--- config.mk ---
export PLATFORM = sky130hd
export DESIGN_NAME = proc_mem_arbiter
export DESIGN_NICKNAME = d
export VERILOG_FILES = /design/src/rtl/proc_mem_pkg.sv /design/src/rtl/mem_arb_id_queue.sv /design/src/rtl/proc_mem_arbiter.sv
export SDC_FILE = /design/constraint.sdc
export NUM_CORES = 1
export LEC_CHECK = 0
export ABC_AREA = 1
export CORE_AREA = 2 2 119 121
export CTS_BUF_LIST = sky130_fd_sc_hd__clkbuf_2 sky130_fd_sc_hd__clkbuf_4 sky130_fd_sc_hd__clkbuf_8
export CTS_CLUSTER_SIZE = 25
export DETAILED_ROUTE_END_ITERATION = 7
export DIE_AREA = 0 0 121 123
export DONT_BUFFER_PORTS = 1
export GPL_ROUTABILITY_DRIVEN = 0
export PLACE_DENSITY_LB_ADDON = 0.2
export RECOVER_POWER = 50
export SYNTH_ARGS = -nofsm -noshare
export SYNTH_HDL_FRONTEND = slang
export SYNTH_SLANG_ARGS = --single-unit
--- constraint.sdc ---
create_clock -name clk -period 2 [get_ports clk]
set_input_delay 0.2 -clock clk [delete_from_list [all_inputs] [get_ports clk]]
set_output_delay 0.2 -clock clk [all_outputs]
set_load 0.005 [all_outputs]
--- src/rtl/proc_mem_pkg.sv ---
// Shared types and constants for the processor/memory arbiter.
// Request/response field widths and port identifiers.
package proc_mem_pkg;

  localparam int unsigned ADDR_W = 32;
  localparam int unsigned DATA_W = 32;

  localparam logic MEM_REQ_READ  = 1'b0;
  localparam logic MEM_REQ_WRITE = 1'b1;

  localparam logic PORT_IMEM = 1'b0;
  localparam logic PORT_DMEM = 1'b1;

  typedef logic [ADDR_W-1:0] addr_t;
  typedef logic [DATA_W-1:0] data_t;

  typedef struct packed {
    logic  typ;
    addr_t addr;
    data_t wdata;
  } mem_req_t;

endpackage

--- src/rtl/mem_arb_id_queue.sv ---
// FIFO of 1-bit port IDs for in-flight memory requests.
// Head is read combinationally so responses route with no delay.
module mem_arb_id_queue
  import proc_mem_pkg::*;
#(
  parameter int unsigned p_depth = 2
) (
  input  logic                           clk,
  input  logic                           rst,
  input  logic                           i_push,
  input  logic                           i_push_id,
  input  logic                           i_pop,
  output logic                           o_head,
  output logic [$clog2(p_depth+1)-1:0]   o_count,
  output logic                           o_full,
  output logic                           o_empty
);

  localparam int unsigned CW = $clog2(p_depth + 1);
  localparam int unsigned PW = (p_depth > 1) ? $clog2(p_depth) : 1;

  logic          r_mem [p_depth];
  logic [PW-1:0] r_wr;
  logic [PW-1:0] r_rd;
  logic [CW-1:0] r_count;
  logic          w_push;
  logic          w_pop;

  function automatic logic [PW-1:0] nxt(input logic [PW-1:0] p);
    return (p == PW'(p_depth - 1)) ? '0 : p + PW'(1);
  endfunction

  assign o_full  = (r_count == CW'(p_depth));
  assign o_empty = (r_count == '0);
  assign o_count = r_count;
  assign o_head  = r_mem[r_rd];
  assign w_push  = i_push & ~o_full;
  assign w_pop   = i_pop & ~o_empty;

  always_ff @(posedge clk) begin
    if (rst) begin
      r_wr    <= '0;
      r_rd    <= '0;
      r_count <= '0;
    end else begin
      if (w_push) begin
        r_mem[r_wr] <= i_push_id;
        r_wr        <= nxt(r_wr);
      end
      if (w_pop)
        r_rd <= nxt(r_rd);
      if (w_push && !w_pop)
        r_count <= r_count + CW'(1);
      else if (w_pop && !w_push)
        r_count <= r_count - CW'(1);
    end
  end

endmodule

--- src/rtl/proc_mem_arbiter.sv ---
// Round-robin sharing of one memory between fetch and data ports.
// Responses return in order to the port recorded at issue time.
module proc_mem_arbiter
  import proc_mem_pkg::*;
#(
  parameter int unsigned p_max_outst = 2
) (
  input  logic        clk,
  input  logic        rst,
  input  logic        imemreq_val,
  output logic        imemreq_rdy,
  input  logic        imemreq_type,
  input  logic [31:0] imemreq_addr,
  input  logic [31:0] imemreq_wdata,
  output logic        imemresp_val,
  output logic [31:0] imemresp_data,
  input  logic        dmemreq_val,
  output logic        dmemreq_rdy,
  input  logic        dmemreq_type,
  input  logic [31:0] dmemreq_addr,
  input  logic [31:0] dmemreq_wdata,
  output logic        dmemresp_val,
  output logic [31:0] dmemresp_data,
  output logic        memreq_val,
  input  logic        memreq_rdy,
  output logic        memreq_type,
  output logic [31:0] memreq_addr,
  output logic [31:0] memreq_wdata,
  input  logic        memresp_val,
  input  logic [31:0] memresp_data,
  output logic        resp_err
);

  localparam int unsigned CW = $clog2(p_max_outst + 1);

  logic          r_last_grant;
  logic          r_resp_err;
  logic          w_any;
  logic          w_gnt;
  logic          w_can_issue;
  logic          w_pop;
  logic          w_head;
  logic          w_full;
  logic          w_empty;
  logic [CW-1:0] w_count;
  mem_req_t      w_req;
  mem_req_t      w_ireq;
  mem_req_t      w_dreq;

  mem_arb_id_queue #(.p_depth(p_max_outst)) u_q (
    .clk       (clk),
    .rst       (rst),
    .i_push    (memreq_val),
    .i_push_id (w_gnt),
    .i_pop     (w_pop),
    .o_head    (w_head),
    .o_count   (w_count),
    .o_full    (w_full),
    .o_empty   (w_empty)
  );

  // Issue depends only on the queue occupancy, never on memresp_val.
  assign w_can_issue = memreq_rdy & ~w_full & ~rst;
  assign w_any       = imemreq_val | dmemreq_val;
  assign w_gnt       = (imemreq_val & dmemreq_val) ? ~r_last_grant
                                                   : dmemreq_val;

  assign w_ireq = '{typ: imemreq_type, addr: imemreq_addr,
                    wdata: imemreq_wdata};
  assign w_dreq = '{typ: dmemreq_type, addr: dmemreq_addr,
                    wdata: dmemreq_wdata};
  assign w_req  = (!w_any || rst) ? '0
                : (w_gnt == PORT_DMEM) ? w_dreq : w_ireq;

  assign memreq_val   = w_can_issue & w_any;
  assign memreq_type  = w_req.typ;
  assign memreq_addr  = w_req.addr;
  assign memreq_wdata = w_req.wdata;
  assign imemreq_rdy  = w_can_issue & imemreq_val & (w_gnt == PORT_IMEM);
  assign dmemreq_rdy  = w_can_issue & dmemreq_val & (w_gnt == PORT_DMEM);

  assign w_pop         = memresp_val & ~w_empty & ~rst;
  assign imemresp_val  = w_pop & (w_head == PORT_IMEM);
  assign dmemresp_val  = w_pop & (w_head == PORT_DMEM);
  assign imemresp_data = imemresp_val ? memresp_data : '0;
  assign dmemresp_data = dmemresp_val ? memresp_data : '0;
  assign resp_err      = r_resp_err & ~rst;

  always_ff @(posedge clk) begin
    if (rst) begin
      r_last_grant <= PORT_DMEM;
      r_resp_err   <= 1'b0;
    end else begin
      if (memreq_val)
        r_last_grant <= w_gnt;
      if (memresp_val && w_empty)
        r_resp_err <= 1'b1;
    end
  end

endmodule

==> metrics <==
number of synthesized flops with an enable pin 2; initial antenna violation count 0; pin count of the biggest net entering global routing 66; die area approximately 0.015 mm^2; # H-tree levels 1; Synth Warn # 0; Simple-Gate Fraction of Synth Area between 50% and 60%; worst r2r src u_q.o_count[0]; clk sinks 9; area grow syn2layout 4.57%; Static Leak 1.04 nW; Detailed Place HPWL between 6 and 7 mm; I/O Buffers 0; fin crit share 94.2%; final net count around 550; ys async rst share 0%; GRT Overall Usage 8.70%; top cells by area, synth nand2_1, a21oi_1, nor3_2; global-route wire length before repair approximately 10 mm; Cell variety after synth 21; adder-cell share of the synthesized area less than 1%; Worst-Margin Slew 769 ps; syn_nets 558; Syn Inst Count around 390; Clock Latency Late Sink 230 ps; Seq cells post-synth 9; Initial Utilization about 16%; number of global-route vias before repair between 1500 and 2000; Finished Layout Cells about 560; post-synthesis mux area share 0%; outcome finished, final reports clean; WP data required ~1800 ps; r2r endpoint u_q.o_count[1]; fraction of synthesized cell area in xor and xnor cells 0%; Hold Crit Depth 1; hold wc startpoint rst; via count approximately 2500; Yosys top cell by area nand2_1; CTS tree yes; Final ANT Viol Nets 0; top cells by count, synth nand2_1, a21oi_1, inv_1; WL per Instance between 10 and 15 um; hold endpoint r_resp_err; DIE WIDTH between 100 and 150 um; total wire length about 8 mm; count leader, synth nand2_1; setup_tns 0 ps; worst reg2reg setup slack between 300 and 400 ps; First-pass DRT Iterations 6; Root Driver clkbuf_8; pwr dens approximately 400 mW/mm^2; Setup Skew 0.840 ps; Synth Area in Compound Gates between 15 and 20%; chip height 123 um; final setup fails 0; Clock Tree Buf Depth 2; core box area ~0.014 mm^2; Final Hold Vio Count 0; main combinational cell family by area after synthesis simple AND/OR/NAND/NOR gates; Worst IR Drop VDD about 0.00013 V; dpl cells between 500 and 600; max-slew violations 0; DRC 0; max_cap viols 0; Critical Path Start Type register; Iter 0 DRT Violations 92; diodes inserted 0; crit path capture type output port; Hold Crit Class input pin to register; Clock transition at path regs around 50 ps; critical path peak fanout 16; fin crit period about 1900 ps; grt ovf 0; Synth Cell Area between 0.002 and 0.0025 mm^2; Top FF cell, synth dfxtp_1; r2r worst-path depth 8; Setup CP Type register to output port; Fmax 531 MHz; Rel. slew slack between 40% and 50%; CP arrival between 1500 and 2000 ps; worst setup margin between 100 and 150 ps; Seq/Total Area, Yosys under 10%; Place WS 359 ps; Inserted Clock Buffers 3; post_cts resized 0; RSZ-0062 raised after global routing no; top cell type's share of synthesized area between 20% and 30%; Post-Syn Area per Cell approximately 5.6 um^2; post-DR vias/cell between 4 and 5; num ports about 300; layout cell share with drive strength beyond 1 between 10% and 20%; Rows 43
worst max-delay path by stage:
stage / start / end / slack (ps) / depth (start not counted)
final: u_q.o_count[0] / dmemresp_data[21] / 120 / 4
after global routing: u_q.o_count[0] / dmemresp_data[24] / 2 / 4
after CTS: u_q.o_count[0] / dmemresp_data[27] / 140 / 4
after detailed placement: u_q.o_count[0] / u_q.o_count[1] / 360 / 8
after floorplan: u_q.o_count[0] / u_q.o_count[1] / 490 / 9
after global placement: u_q.o_count[0] / u_q.o_count[1] / 320 / 9
metrics by stage:
stage	cell area, um^2	hold WS (ps)	util [%]	power [mW]
after global placement	2290	272	16.8	0.704
after floorplan	2160	269	-	0.630
after CTS	2340	24.6	17.2	0.944
after global routing	2260	19.6	16.6	0.995
final	2260	30.5	16.6	0.914
after detailed placement	2290	273	16.8	0.711
worst max-delay path: stages (launching register included):
cell and delay (ps):
dfxtp_1 390, nor2_2 80, nor2_4 210, nand3_2 500, nor2_2 270
cell type report:
| class | count | area, um^2 |
|---|---|---|
| Fill cell | 1606 | 11400 |
| Timing Repair Buffer | 13 | 126 |
| Sequential cell | 9 | 200 |
| Tap cell | 180 | 225 |
| Multi-Input combinational cell | 302 | 1480 |
| Clock buffer | 4 | 48.8 |
| Inverter | 49 | 184 |
cells by family after synthesis:
logic type,count (synthesis)
buf+inv,79
flops,9
compound gates,69
simple gates,231
fa+ha+maj,1
metal layers:
metal	wire, um	part of all wire, %	track usage [%]	up-vias
met1	3140	38	10.2	1106
met2	4370	53	16.9	192
li1	-	-	-	1180
met4	46	0.56	1.96	0
met3	678	8.2	0.923	4
met5	0	0	0	-
placed cells by master (no fill, tap or decap):
cell | Yosys | routed
nor2_2 | 27 | 18
nand2_4 | 1 | 1
nor3_2 | 28 | 20
nor3_1 | 4 | 12
nand3_4 | 1 | 1
nand3_2 | 0 | 1
a21oi_1 | 67 | 67
buf_2 | 11 | 1
buf_12 | 0 | 3
nor2_4 | 4 | 3
dfxtp_1 | 7 | 7
inv_1 | 47 | 47
o21ai_2 | 0 | 1
clkbuf_1 | 0 | 1
ha_1 | 1 | 1
nand2_2 | 2 | 1
nand2_1 | 144 | 145
buf_4 | 10 | 6
inv_2 | 2 | 2
o21ai_0 | 1 | 1
clkbuf_4 | 0 | 2
clkbuf_2 | 0 | 1
clkbuf_8 | 0 | 3
edfxtp_1 | 2 | 2
nor2_1 | 15 | 25
nand3_1 | 5 | 5
repair_timing:
| item | 4_1_cts | 5_1_grt |
|---|---|---|
| setup endpoints to repair | 0 | 2 |
| buffers inserted | 0 | 0 |
| hold buffers | 0 | 0 |
report_power, final:
part	switching, mW	total (mW)	internal [mW]
logic	0.340	0.472	0.132
clock network	0.0741	0.227	0.153
registers	0.0110	0.215	0.204
No activity file was read; power rests on OpenSTA's default activity.
